[config.mk]
export PLATFORM = sky130hd
export DESIGN_NAME = axi_lite_2_apb_nslv
export DESIGN_NICKNAME = d
export VERILOG_FILES = /design/src/rtl/axi_lite_2_apb_nslv.sv
export SDC_FILE = /design/constraint.sdc
export NUM_CORES = 1
export LEC_CHECK = 0
export CAP_MARGIN = 20
export CORE_MARGIN = 2
export CORE_UTILIZATION = 26
export DETAILED_ROUTE_END_ITERATION = 6
export GPL_TIMING_DRIVEN = 1
export PLACE_DENSITY_LB_ADDON = 0.12
export SLEW_MARGIN = 0
export SYNTH_ARGS = -nofsm -noshare
export SYNTH_HDL_FRONTEND = slang
export SYNTH_SLANG_ARGS = --single-unit
[constraint.sdc]
create_clock -name S_AXI_ACLK -period 5.45 [get_ports S_AXI_ACLK]
set_input_delay 1.09 -clock S_AXI_ACLK [delete_from_list [all_inputs] [get_ports S_AXI_ACLK]]
set_output_delay 1.09 -clock S_AXI_ACLK [all_outputs]
set_load 0.02 [all_outputs]
[src/rtl/axi_lite_2_apb_nslv.sv]
// AXI4-Lite slave to APB master bridge driving N address-decoded APB slaves on one shared bus.
// One transfer in flight; reads and writes alternate when both are pending.
module axi_lite_2_apb_nslv #(
    parameter int AXI_DATA_WIDTH = 32,
    parameter int AXI_ADDR_WIDTH = 16,
    parameter int N_SLAVES       = 4,
    parameter int SLV_ADDR_BITS  = 12,
    parameter int TIMEOUT_CYCLES = 16
) (
    input  logic                               S_AXI_ACLK,
    input  logic                               S_AXI_ARESETN,
    input  logic [AXI_ADDR_WIDTH-1:0]          S_AXI_AWADDR,
    input  logic [2:0]                         S_AXI_AWPROT,
    input  logic                               S_AXI_AWVALID,
    output logic                               S_AXI_AWREADY,
    input  logic [AXI_DATA_WIDTH-1:0]          S_AXI_WDATA,
    input  logic [AXI_DATA_WIDTH/8-1:0]        S_AXI_WSTRB,
    input  logic                               S_AXI_WVALID,
    output logic                               S_AXI_WREADY,
    output logic [1:0]                         S_AXI_BRESP,
    output logic                               S_AXI_BVALID,
    input  logic                               S_AXI_BREADY,
    input  logic [AXI_ADDR_WIDTH-1:0]          S_AXI_ARADDR,
    input  logic [2:0]                         S_AXI_ARPROT,
    input  logic                               S_AXI_ARVALID,
    output logic                               S_AXI_ARREADY,
    output logic [AXI_DATA_WIDTH-1:0]          S_AXI_RDATA,
    output logic [1:0]                         S_AXI_RRESP,
    output logic                               S_AXI_RVALID,
    input  logic                               S_AXI_RREADY,
    output logic [AXI_ADDR_WIDTH-1:0]          PADDR,
    output logic [2:0]                         PPROT,
    output logic                               PWRITE,
    output logic [AXI_DATA_WIDTH-1:0]          PWDATA,
    output logic [AXI_DATA_WIDTH/8-1:0]        PSTRB,
    output logic [N_SLAVES-1:0]                PSEL,
    output logic                               PENABLE,
    input  logic [N_SLAVES-1:0]                PREADY,
    input  logic [N_SLAVES*AXI_DATA_WIDTH-1:0] PRDATA,
    input  logic [N_SLAVES-1:0]                PSLVERR
);

    localparam int IDX_W    = (N_SLAVES > 1) ? $clog2(N_SLAVES) : 1;
    localparam int TMO_W    = (TIMEOUT_CYCLES > 1) ? $clog2(TIMEOUT_CYCLES) : 1;
    localparam int TMO_LAST = (TIMEOUT_CYCLES > 0) ? TIMEOUT_CYCLES - 1 : 0;

    localparam logic [1:0] RESP_OKAY   = 2'b00;
    localparam logic [1:0] RESP_SLVERR = 2'b10;
    localparam logic [1:0] RESP_DECERR = 2'b11;

    typedef enum logic [1:0] {IDLE, SETUP, ACCESS, RESP} state_t;

    state_t                    state;
    logic                      last_wr;
    logic                      is_wr;
    logic [IDX_W-1:0]          idx_q;
    logic [TMO_W-1:0]          tmo_cnt;

    logic                      wr_elig;
    logic                      rd_elig;
    logic                      pick_wr;
    logic [AXI_ADDR_WIDTH-1:0] gnt_addr;
    logic [IDX_W-1:0]          gnt_idx;
    logic                      gnt_ok;
    logic                      sel_ready;
    logic                      sel_err;
    logic [AXI_DATA_WIDTH-1:0] sel_rdata;
    logic                      tmo_hit;
    logic [1:0]                acc_resp;

    function automatic logic [IDX_W-1:0] slv_idx(input logic [AXI_ADDR_WIDTH-1:0] addr);
        if (N_SLAVES == 1)
            return '0;
        else
            return addr[SLV_ADDR_BITS +: IDX_W];
    endfunction

    always_comb begin
        wr_elig   = S_AXI_AWVALID && S_AXI_WVALID;
        rd_elig   = S_AXI_ARVALID;
        // On a tie the type that was not served last wins.
        pick_wr   = wr_elig && (!rd_elig || !last_wr);
        gnt_addr  = is_wr ? S_AXI_AWADDR : S_AXI_ARADDR;
        gnt_idx   = slv_idx(gnt_addr);
        gnt_ok    = (N_SLAVES == 1) || (32'(gnt_idx) < N_SLAVES);
        sel_ready = PREADY[idx_q];
        sel_err   = PSLVERR[idx_q];
        sel_rdata = PRDATA[idx_q*AXI_DATA_WIDTH +: AXI_DATA_WIDTH];
        tmo_hit   = (TIMEOUT_CYCLES != 0) && (tmo_cnt == TMO_W'(TMO_LAST));
        acc_resp  = (!sel_ready || sel_err) ? RESP_SLVERR : RESP_OKAY;
    end

    always_ff @(posedge S_AXI_ACLK) begin
        if (!S_AXI_ARESETN) begin
            state         <= IDLE;
            last_wr       <= 1'b0;
            is_wr         <= 1'b0;
            idx_q         <= '0;
            tmo_cnt       <= '0;
            S_AXI_AWREADY <= 1'b0;
            S_AXI_WREADY  <= 1'b0;
            S_AXI_ARREADY <= 1'b0;
            S_AXI_BVALID  <= 1'b0;
            S_AXI_BRESP   <= 2'b00;
            S_AXI_RVALID  <= 1'b0;
            S_AXI_RRESP   <= 2'b00;
            S_AXI_RDATA   <= '0;
            PADDR         <= '0;
            PPROT         <= 3'b000;
            PWRITE        <= 1'b0;
            PWDATA        <= '0;
            PSTRB         <= '0;
            PSEL          <= '0;
            PENABLE       <= 1'b0;
        end else begin
            case (state)
                IDLE: begin
                    // Ready high means the handshake completes on this edge.
                    if (S_AXI_AWREADY || S_AXI_ARREADY) begin
                        S_AXI_AWREADY <= 1'b0;
                        S_AXI_WREADY  <= 1'b0;
                        S_AXI_ARREADY <= 1'b0;
                        idx_q         <= gnt_idx;
                        tmo_cnt       <= '0;
                        if (gnt_ok) begin
                            PSEL   <= N_SLAVES'(1) << gnt_idx;
                            PADDR  <= gnt_addr;
                            PPROT  <= is_wr ? S_AXI_AWPROT : S_AXI_ARPROT;
                            PWRITE <= is_wr;
                            PWDATA <= is_wr ? S_AXI_WDATA : '0;
                            PSTRB  <= is_wr ? S_AXI_WSTRB : '0;
                            state  <= SETUP;
                        end else begin
                            if (is_wr) begin
                                S_AXI_BVALID <= 1'b1;
                                S_AXI_BRESP  <= RESP_DECERR;
                            end else begin
                                S_AXI_RVALID <= 1'b1;
                                S_AXI_RRESP  <= RESP_DECERR;
                                S_AXI_RDATA  <= '0;
                            end
                            state <= RESP;
                        end
                    end else if (wr_elig || rd_elig) begin
                        is_wr         <= pick_wr;
                        last_wr       <= pick_wr;
                        S_AXI_AWREADY <= pick_wr;
                        S_AXI_WREADY  <= pick_wr;
                        S_AXI_ARREADY <= !pick_wr;
                    end
                end
                SETUP: begin
                    PENABLE <= 1'b1;
                    state   <= ACCESS;
                end
                ACCESS: begin
                    if (sel_ready || tmo_hit) begin
                        PSEL    <= '0;
                        PENABLE <= 1'b0;
                        state   <= RESP;
                        if (is_wr) begin
                            S_AXI_BVALID <= 1'b1;
                            S_AXI_BRESP  <= acc_resp;
                        end else begin
                            S_AXI_RVALID <= 1'b1;
                            S_AXI_RRESP  <= acc_resp;
                            S_AXI_RDATA  <= sel_ready ? sel_rdata : '0;
                        end
                    end else begin
                        tmo_cnt <= tmo_cnt + TMO_W'(1);
                    end
                end
                RESP: begin
                    if ((S_AXI_BVALID && S_AXI_BREADY) || (S_AXI_RVALID && S_AXI_RREADY)) begin
                        S_AXI_BVALID <= 1'b0;
                        S_AXI_RVALID <= 1'b0;
                        state        <= IDLE;
                    end
                end
                default: state <= IDLE;
            endcase
        end
    end

endmodule

### Word-level counts from Yosys, hierarchy flattened

Index checks and enable logic that the tools add are counted.

| operators by class | value |
|---|---|
| $add $sub $neg | 1 |
| $lt $le $gt $ge | 1 |
| eq/ne operators | 10 |
| shift operators | 2 |
| muxes and demuxes | 33 |
| bitwise logic cells | 2 |
| reduce and logical (&&, ||, !) cells | 30 |

Operators by type and width:

| operator | number |
|---|---|
| $shiftx 128x8->32 | 1 |
| $mux 32 | 2 |
| $mux 4 | 5 |
| $reduce_and 3->1 | 6 |
| $mux 16 | 1 |
| $pmux 4 s2 | 2 |
| $mux 1 | 12 |
| $ne 2x2->1 const B | 6 |
| $mux 2 | 4 |
| $pmux 2 s4 | 1 |
| $reduce_and 4->1 | 2 |
| $reduce_bool 2->1 | 4 |
| $logic_or 1x1->1 | 6 |
| $pmux 1 s2 | 3 |
| $reduce_and 2->1 | 3 |
| $add 4x1->4 const B | 1 |
| $bmux 1 s2 | 2 |
| $eq 2x2->1 const B | 2 |
| $eq 4x4->1 const B | 1 |
| $logic_and 1x1->1 | 4 |
| $logic_not 1->1 | 4 |
| $shl 1x2->4 const A | 1 |
| $lt 2x3->1 const B | 1 |
| $mux 3 | 1 |
| 3 further kinds | 4 |

| word-level totals | value |
|---|---|
| register bits after elaboration | 110 |
| input port bits | 217 |
| output and inout bits | 102 |

### Depth between registers and ports, before layout

| logic depth | value |
|---|---|
| depth in word-level cells | 6 |
| mapped depth | 8 |
| gate-level depth less buffers | 6 |

### Least setup slack after synthesis

No wires, ideal clock.

| timing path | value |
|---|---|
| path kind | input to register |
| start | in PREADY[3] |
| end | reg tmo_cnt[3] |
| setup time | 118 ps |
| arrival time | 2233 ps |
| data required time | 5332 ps |
| setup slack | 3099 ps |
| cell stages on the path | 5 |
| cell sequence | mux4_2 buf_6 o31a_1 o21ai_1 a21boi_1 |

| on the way | value |
|---|---|
| word-level cells in the longest chain between the ends | 5 |

Ends and longest elaborated chain:

| element | RTL line | text |
|---|---|---|
| from (decl) | 38 | `input logic [N_SLAVES-1:0] PREADY,` |
| $bmux 1 s2 | 86 | `sel_ready = PREADY[idx_q];` |
| $mux 1 (implied by the code) | 86 |  |
| $logic_or 1x1->1 | 157 | `if (sel_ready \|\| tmo_hit) begin` |
| $ne 2x2->1 (no source line) | - |  |
| $reduce_and 3->1 (no source line) | - |  |
| to (signal assigned) | 170 | `tmo_cnt <= tmo_cnt + TMO_W'(1);` |
| to (decl) | 57 | `logic [TMO_W-1:0] tmo_cnt;` |

No other way between the ends. The select of a mux whose other input is x is not followed.
A chain may end at the register's enable or synchronous reset.

### Worst setup path in the final report

| timing path | value |
|---|---|
| start | in PREADY[0] |
| end | reg S_AXI_RDATA[31] |

| on the way | value |
|---|---|
| word-level cells in the longest chain between the ends | 4 |
| elaborated cells between the ends (all ways) | 5 |
| classes of those cells | 3 x mux; 2 x reduce/logical |

Ends and longest elaborated chain:

| element | RTL line | text |
|---|---|---|
| $bmux 1 s2 * | 86 |  |
| $mux 1 (implied by the code) * | 86 |  |
| $logic_or 1x1->1 | 157 |  |
| $reduce_and 3->1 (no source line) | - |  |
| to (signal assigned) | 167 | `S_AXI_RDATA <= sel_ready ? sel_rdata : '0;` |
| to (decl) | 27 | `output logic [AXI_DATA_WIDTH-1:0] S_AXI_RDATA,` |

Mark *: on every way between the ends. The rest lies on a longest branch, timed or not. The select of a mux whose other input is x is not followed.

==> results by group <==
Status
  – Status: completed

Timing
  – Final hold slack: 459.8 ps
  – Tmin final: 3164 ps
  – Slew headroom: 32.87%
  – Clock Skew: 5.953 ps
  – Setup Viol. Count Final: 0
  – Period utilisation layout: 58.06%
  – Max Fclk: 0.3160 GHz
  – Unrepaired setup endpoints after global routing: false
  – Max Slew Vio Count: 0
  – Slew @ Worst Pin: 1005 ps
  – Setup TNS: 0 ps
  – Final hold vios: 0

Placed design
  – DP Wirelength: 13730 um
  – I/O Buffers: 316
  – Area post-placement: 8621 um2
  – Routability cong.: 0.7465

Synthesis
  – Post-synth top area share: 40.01%
  – Synth Warn #: 0
  – Syn Area/Cell: 9.643 um2
  – Main flop type after synthesis: dfxtp_1
  – Post-synth EDFFs: 0
  – Leading area contributor after synthesis: dfxtp_1
  – Synth Cell Area: 5304 um2
  – Top cells by area, synth: dfxtp_1 (40%), mux4_2 (14%), a21boi_0 (9.2%)
  – Synth Register Bits: 106
  – Synth async-reset ratio: 0%
  – Yosys cell types: 39
  – Syn Inst Count: 550
  – Part of the Yosys area used for sequential elements: 40.01%

Global route
  – Vias in the first global route: 5388
  – GR Util met1: 18.19%
  – Met2 usage: 29.86%
  – Initial antenna violation count: 0
  – Total global routing overflow: 0
  – Gr busiest metal: met2
  – GR Util All Layers: 16.53%
  – Largest net degree at the start of global routing: 114
  – Met3 usage: 4.845%
  – First-pass GRT wire length: 28120 um

Drt
  – Aggregate routed wire length: 18140 um
  – Routed Antenna Nets: 0
  – Via count: 5215
  – Avg Vias per Cell: 4.724
  – DR WL/cell: 16.43 um
  – DRC violations left: 0
  – Drt first pass iters: 4
  – DR iter-0 viols: 121

Final layout
  – P&R area growth vs syn: 68.72%
  – Nets: 1052
  – # fillers: 1937
  – Most frequent cells in the layout: clkdlybuf4s50_1 (315), dfxtp_1 (104), nand2_1 (103)
  – N_diodes: 0
  – Finished Cell Area: 8949 um2
  – Fraction of layout cells with a size suffix above 1: 8.034%
  – Util after Layout: 44.51%
  – Most common cell after layout, fill and taps aside: clkdlybuf4s50_1

CTS
  – CTS buffer count: 9
  – CTS tree: yes
  – # resized after CTS: 0
  – Clk slew on worst S/H paths: 70 ps
  – Worst skew pair latency: 350 ps
  – Postcts setup bufs: 0
  – Root Driver: clkbuf_16
  – H-tree depth: 3
  – Clock Sinks: 106
  – Clock tree buffer depth: 2
  – Hold Buf Count CTS: 0

Critical path
  – Worst Path Arrival: 3430 ps
  – CP required: 5710 ps
  – Worst R2R Setup Slack: 2610 ps
  – Worst setup EP type: flip-flop
  – Crit-path max FO: 40
  – Crit path from: PREADY[0]
  – Critical path endpoint: S_AXI_RDATA[31]
  – Worst reg2reg path endpoint: S_AXI_RDATA[31]
  – Worst R2R Path Depth: 5
  – WS Path Type: in2reg
  – Reg-to-Reg Start: PADDR[12]
  – Critical Path Source Type: input port

Floorplanning
  – Total core area: 20100 um2
  – Io pins: 319
  – Die Width: 146.8 um
  – Initial core utilization: 26.38%
  – Rows: 52
  – Full die area: 21560 um2
  – Die Height: 146.8 um

Power and ir drop
  – P_leak: 3.128 nW
  – Pwr/cell area: 327.4 nW/um2
  – Max IR drop VDD: 163.4 uV

Run
  – Max-Cap Viols: 0

Min path
  – HP Class: reg2reg
[synth_stat cells, drive strengths merged, types with 2 or more instances]
cell    instances
clkbuf         36
o21a            4
dfxtp         106
nand3          74
o31a            2
inv             5
o211ai          2
mux4           34
o21ai          17
a21boi         75
nor2b           5
ha              5
buf            19
o211a          18
nor4b           2
nor3b           4
mux2i          22
a21oi           5
nand2         103
[state kept, by name, summed over array words and instances, names as in the netlist, 2 cells and up]
register	count
S_AXI_RDATA	32
PSEL	4
PWDATA	32
state	2
tmo_cnt	4
PADDR	16
PSTRB	4
PPROT	3
[worst min path at each step]
stage                    start               to  slack, ps  depth (start not counted)
5_1_grt        S_AXI_RDATA[22]  S_AXI_RDATA[22]        480                          2
4_1_cts        S_AXI_RDATA[22]  S_AXI_RDATA[22]        460                          2
2_1_floorplan       tmo_cnt[0]       tmo_cnt[0]        450                          1
3_3_place_gp   S_AXI_RDATA[18]  S_AXI_RDATA[18]        440                          2
3_5_place_dp   S_AXI_RDATA[22]  S_AXI_RDATA[22]        450                          2
6_report       S_AXI_RDATA[22]  S_AXI_RDATA[22]        460                          2
[worst max-delay path: stages]
cell and delay, ps:
clkdlybuf4s50_1 470, mux4_2 470, buf_4 290, o21ai_4 760
nand2_1 110, a21boi_0 210
[cell type report]
cell class	count	area [um2]	area share, %
clock buffers	11	252.7	2.824
repair buffers	323	3213	35.91
inverters	5	18.77	0.2097
flip-flops and latches	106	2125	23.74
well taps	270	337.8	3.775
clock inverters	4	75.07	0.8389
multi-input cells	385	2927	32.70
[per-stage QoR]
step           cells  total power, mW  setup slack [ps]
6_report        1104            2.930              2286
5_1_grt         1104            3.104              2092
4_1_cts         1104            2.979              2292
3_5_place_dp    1089            2.255              1924
3_3_place_gp    1089            2.232              1951
2_1_floorplan    551            1.733              3099
[layer usage]
layer	vias to the layer above	wire length [um]	share of wire, %
met2	198	9171	51
met3	27	1407	7.8
met5	-	0	0
met1	2456	7067	39
li1	2534	-	-
met4	0	489	2.7
[where the power goes]
part           internal [mW]  switching (mW)  total [mW]
Combinational          0.610           0.637        1.25
Sequential             0.878          0.0927       0.971
Clock                  0.425           0.286       0.711
[cell families after synthesis]
family	Yosys count	synth area share, %
AND/OR/NAND/NOR	195	17.01
AO/OA/AOI/OAI	126	17.91
flip-flops	106	40.01
buffers and inverters	60	5.025
multiplexers	57	18.80
adder cells (fa/ha/maj)	5	1.180
other	1	0.07070
Note: power is estimated with default switching activity, not from simulation.
